File: config.mk
export PLATFORM = sky130hd
export DESIGN_NAME = wishbone_bus_scheduler
export DESIGN_NICKNAME = d
export VERILOG_FILES = /design/src/rtl/wishbone_bus_scheduler.sv
export SDC_FILE = /design/constraint.sdc
export NUM_CORES = 1
export LEC_CHECK = 0
export CAP_MARGIN = 20
export CORE_AREA = 2 2 118 120
export CTS_CLUSTER_DIAMETER = 150
export DETAILED_ROUTE_END_ITERATION = 7
export DIE_AREA = 0 0 120 122
export GPL_ROUTABILITY_DRIVEN = 0
export GPL_TIMING_DRIVEN = 0
export HOLD_SLACK_MARGIN = 0.08
export PLACE_DENSITY = 0.53
export SLEW_MARGIN = 30
export SYNTH_ARGS = -nofsm -noshare
export SYNTH_HDL_FRONTEND = slang
export SYNTH_SLANG_ARGS = --single-unit
File: constraint.sdc
create_clock -name clk -period 3.7 [get_ports clk]
set_input_delay 0.74 -clock clk [delete_from_list [all_inputs] [get_ports clk]]
set_output_delay 0.74 -clock clk [all_outputs]
set_load 0.05 [all_outputs]
File: src/rtl/wishbone_bus_scheduler.sv
// Registered two-requester WB4 scheduler: data port has priority, fetch is protected by a starvation limit.
// Define WB_SCHED_TIMEOUT_EN to add a stalled-slave watchdog that force-completes the owner's access.
module wishbone_bus_scheduler #(
  parameter int STARVE_LIMIT = 4,
  parameter int TIMEOUT      = 255,
  parameter int ADDR_W       = 32,
  parameter int DATA_W       = 32
) (
  input  logic              clk,
  input  logic              rst,
  // memory-side master
  output logic [ADDR_W-1:0] master_adr_o,
  output logic [DATA_W-1:0] master_dat_o,
  input  logic [DATA_W-1:0] master_dat_i,
  output logic              master_we_o,
  output logic              master_cyc_o,
  output logic              master_stb_o,
  input  logic              master_ack_i,
  // instruction-fetch requester
  input  logic [ADDR_W-1:0] inst_adr_i,
  input  logic [DATA_W-1:0] inst_dat_i,
  output logic [DATA_W-1:0] inst_dat_o,
  input  logic              inst_we_i,
  input  logic              inst_cyc_i,
  input  logic              inst_stb_i,
  output logic              inst_ack_o,
  // load/store requester
  input  logic [ADDR_W-1:0] data_adr_i,
  input  logic [DATA_W-1:0] data_dat_i,
  output logic [DATA_W-1:0] data_dat_o,
  input  logic              data_we_i,
  input  logic              data_cyc_i,
  input  logic              data_stb_i,
  output logic              data_ack_o,
  output logic [1:0]        owner_o,
  output logic              timeout_o
);

  localparam int SW = $clog2(STARVE_LIMIT + 1);
  localparam logic [SW-1:0] STARVE_MAX = SW'(STARVE_LIMIT);
  localparam logic [DATA_W-1:0] TIMEOUT_DATA = DATA_W'(32'hDEAD_BEEF);

  typedef enum logic [1:0] {
    IDLE     = 2'b00,
    GNT_INST = 2'b01,
    GNT_DATA = 2'b10
  } state_e;

  state_e          state_q;
  logic [SW-1:0]   starve_q;
  logic            req_inst;
  logic            req_data;
  logic            fire;
  logic [DATA_W-1:0] rd_dat;

  assign req_inst = inst_cyc_i & inst_stb_i;
  assign req_data = data_cyc_i & data_stb_i;
  assign owner_o  = state_q;

  always_comb begin
    master_adr_o = '0;
    master_dat_o = '0;
    master_we_o  = 1'b0;
    master_cyc_o = 1'b0;
    master_stb_o = 1'b0;
    unique case (state_q)
      GNT_INST: begin
        master_adr_o = inst_adr_i;
        master_dat_o = inst_dat_i;
        master_we_o  = inst_we_i;
        master_cyc_o = inst_cyc_i;
        master_stb_o = inst_stb_i;
      end
      GNT_DATA: begin
        master_adr_o = data_adr_i;
        master_dat_o = data_dat_i;
        master_we_o  = data_we_i;
        master_cyc_o = data_cyc_i;
        master_stb_o = data_stb_i;
      end
      default: ;
    endcase
    if (fire) begin
      master_cyc_o = 1'b0;
      master_stb_o = 1'b0;
    end
  end

  assign rd_dat     = fire ? TIMEOUT_DATA : master_dat_i;
  assign inst_dat_o = rd_dat;
  assign data_dat_o = rd_dat;
  assign inst_ack_o = (state_q == GNT_INST) & (master_ack_i | fire);
  assign data_ack_o = (state_q == GNT_DATA) & (master_ack_i | fire);
  assign timeout_o  = fire;

  // A watchdog fire forces master CYC low, so the release test below also covers it.
  always_ff @(posedge clk or negedge rst) begin
    if (!rst) begin
      state_q  <= IDLE;
      starve_q <= '0;
    end else begin
      unique case (state_q)
        IDLE: begin
          if (req_data && !(req_inst && starve_q == STARVE_MAX)) begin
            state_q <= GNT_DATA;
            if (req_inst && starve_q < STARVE_MAX) starve_q <= starve_q + 1'b1;
          end else if (req_inst) begin
            state_q  <= GNT_INST;
            starve_q <= '0;
          end
        end
        default: if (!master_cyc_o) state_q <= IDLE;
      endcase
    end
  end

`ifdef WB_SCHED_TIMEOUT_EN
  localparam int CNT_W = $clog2(TIMEOUT + 1);
  localparam logic [CNT_W-1:0] CNT_MAX = CNT_W'(TIMEOUT);

  logic [CNT_W-1:0] wdog_q;
  logic [CNT_W-1:0] wdog_d;

  assign fire = (state_q != IDLE) && (wdog_q == CNT_MAX);

  always_comb begin
    wdog_d = wdog_q;
    if (state_q == IDLE || fire || master_ack_i) wdog_d = '0;
    else if (master_stb_o)                       wdog_d = wdog_q + 1'b1;
  end

  always_ff @(posedge clk or negedge rst) begin
    if (!rst) wdog_q <= '0;
    else      wdog_q <= wdog_d;
  end
`else
  assign fire = 1'b0;
`endif

endmodule

==> summary.md <==
| Metric | Value |
|---|---|
| Vias per cell | 3.86 |
| Register area share after synthesis | between 6 and 7% |
| DRC Markers | 0 |
| Max VDD drop | approximately 0.35 mV |
| DR WL/cell | around 16 um |
| Initial antenna violation count | 0 |
| # diodes | 0 |
| Reg2Reg Setup Slack | approximately 2.2 ns |
| Hold Fails Final Rpt | 0 |
| Pre-CTS WS | between 0.4 and 0.5 ns |
| Final min period | 3.44 ns |
| Cells on worst reg2reg path | 6 |
| Slowest-stage cell, CP | clkdlybuf4s50_1 |
| DIE WIDTH | 120 um |
| Synth unique cells | 28 |
| Die Ht | 122 um |
| Reg-to-Reg End | owner_o[1] |
| Routed wl met2 | ~6000 um |
| # Max-Cap Violations | 0 |
| Worst clock skew | slightly above 0.005 ns |
| Synth Area per Inst | ~7.4 um2 |
| Synthesized area | around 0.0019 mm2 |
| Layout area overhead | 158% |
| CP Launch Type | flip-flop |
| IO Count | 305 |
| Fill cells | 1388 |
| Post-synth top area cell | a22oi_1 |
| Vias in the first global route | roughly 2700 |
| Finish-stage setup viols | 0 |
| Max layer used | met4 |
| Largest net degree at the start of global routing | 11 |
| Ys Warns | 0 |
| M1 wire length | 4650 um |
| Setup Buffers After CTS | 0 |
| CP Max Fanout | 10 |
| CTS root buffer | clkbuf_16 |
| CP Class | reg2out |
| Max_slew headroom | approximately 60% |
| Area share of the largest cell type after synthesis | approximately 26% |
| Detailed-route via count | ~2800 |
| Most frequent cells in the layout | clkdlybuf4s50_1 (270), nor2b_1 (67), a22oi_1 (66), buf_4 (65), buf_2 (14) |
| CP max stage delay | just over 0.8 ns |
| P per Cell Area | 647 mW/mm2 |
| ANT nets after route | 0 |
| Post-Syn Instances | 258 |
| Clock transition at path regs | 0.04 ns |
| Drt pass-1 iters | 6 |
| Critical Path, Cell by Cell | inv_1, ha_1, buf_2, clkbuf_1, nor2b_1, clkdlybuf4s50_1 |
| Starting density of the core | between 10 and 15% |
| Core area | between 0.01 and 0.015 mm2 |
| Final period util | between 90% and 100% |
| Pwr Total | roughly 3.2 mW |
| Clock Latency Late Sink | roughly 0.23 ns |
| FMAX | a little under 300 MHz |
| RSZ-0062 raised after global routing | no |
| # rows | 43 |
| Layout Cells excl Fill | approximately 710 |
| First-pass GRT wire length | approximately 16000 um |
| DP HPWL | between 10000 and 15000 um |
| Final #Nets | between 700 and 800 |
| Lkg Pwr | between 1.5 and 2 nW |
| H-tree level count | 1 |
| Worst Hold Class | reg2reg |
| CTS tree | done |
| Flops & latches, synth | 5 |
| Clk sinks | 5 |
| Setup slack after layout | roughly 0.26 ns |
| Worst-Margin Slew | 0.591 ns |
| Req. time, crit path | 2.96 ns |
| Most common cell after layout, fill and taps aside | clkdlybuf4s50_1 |
| CTS Buf Count | 3 |
| Hold slack final | approximately 0.52 ns |
| Clock Tree Buf Depth | 2 |
| Layout cells sized above 1 | around 17% |
| Total GRT Usage | between 10% and 20% |
| Slew Limit Fails | 0 |
| Data arrival, critical path | 2.70 ns |
| Status | completed |
| Critical Path Source | owner_o[0] |
| Syn Nets | 432 |
| Overall die area | between 0.01 and 0.015 mm2 |
| Violation count after the first detailed-route iteration | 61 |
| Placed cells | a little over 700 |
| Routed wl met3 | roughly 840 um |
| Critical path capture point type | primary output |
| Gr ovfl total | 0 |
| R2R Path Start | owner_o[1] |
| Top cells by area, synth | a22oi_1 (26%), buf_4 (26%), nor2b_1 (22%) |
| Crit path capture | master_adr_o[24] |
| Port buffer count | 271 |
| Total wire length | ~12000 um |
| Setup TNS | 0 ns |
-- critical path: cells and delay by family (launching register included) --
family,cells,cell delay (ns)
fa+ha+maj,1,0.39
buf+inv,4,1.47
flops,1,0.40
simple gates,1,0.19
-- sequential cells by signal (all words and copies together) (netlist names) --
signal	flops
starve_q	3
owner_o	2
-- cell usage after synthesis --
library cell  instances
a211o_1               2
a22oi_1              66
and3b_1               1
inv_1                 4
o21ai_0               1
and3_1                1
buf_2                14
mux2_4                1
a31oi_1               1
nor3b_2               1
a21bo_2               1
dfrtp_1               5
ha_1                  5
nand2_1               3
a41oi_1               1
buf_4                65
conb_1                1
clkbuf_1              6
and2_1                2
a22oi_2               1
a22o_2                1
buf_6                 3
nor3_2                1
nor2b_1              67
nand3_2               1
a21o_1                1
nand3_1               1
a21oi_1               1
-- metrics by stage --
step / instance area [um2] / util, %
global route: 4930 / 36.5
floorplan: 1910 / -
finish: 4930 / 36.5
CTS: 4930 / 36.5
detailed placement: 4850 / 35.9
global placement: 4850 / 35.9
-- power by group --
group	switching, mW	internal, mW
Combinational	1.78	1.13
Clock	0.0394	0.143
Sequential	0.0220	0.0741
Total	1.84	1.35
-- worst min path at each step --
| stage | start | to | slack (ns) | depth (start not counted) |
|---|---|---|---|---|
| final | starve_q[1] | starve_q[1] | 0.52 | 1 |
| after CTS | starve_q[1] | starve_q[1] | 0.53 | 1 |
| after global routing | starve_q[1] | starve_q[1] | 0.54 | 1 |
| after global placement | starve_q[1] | starve_q[1] | 0.52 | 1 |
| after detailed placement | starve_q[1] | starve_q[1] | 0.52 | 1 |
| after floorplan | rst | owner_o[0] | 0.44 | 0 |
-- cell type report --
type                       count  area, um2  area share, %
timing repair buffer         271       2720           55.1
sequential                     5        125           2.54
buffer                        88        614           12.5
tap                          180        225           4.57
multi-input combinational    161       1150           23.4
inverter                       4       15.0          0.305
clock buffer                   4       78.8           1.60
-- logic make-up (layout without fill, tap and decap cells) --
group / count (synthesis) / in the layout / synth area share (%)
flip-flops: 5 / 5 / 6.55
AO/OA/AOI/OAI: 76 / 76 / 30.3
AND/OR/NAND/NOR: 78 / 78 / 25.9
adder cells (fa/ha/maj): 5 / 5 / 3.28
other: 1 / 1 / 0.196
multiplexers: 1 / 1 / 0.786
buffers and inverters: 92 / 367 / 33.0
-- metal layers --
| metal | track usage (%) | up-vias |
|---|---|---|
| li1 | - | 1389 |
| met1 | 17.2 | 1233 |
| met2 | 27.2 | 125 |
| met3 | 3.37 | 5 |
| met4 | 1.54 | 0 |
| met5 | 0 | - |
-- repair_timing --
action	in CTS	in global routing
gates resized for setup	0	1
hold endpoints to repair	0	0
endpoints found under the setup margin	0	1
hold buffers	0	0
Power figures use the tool's default switching activity.
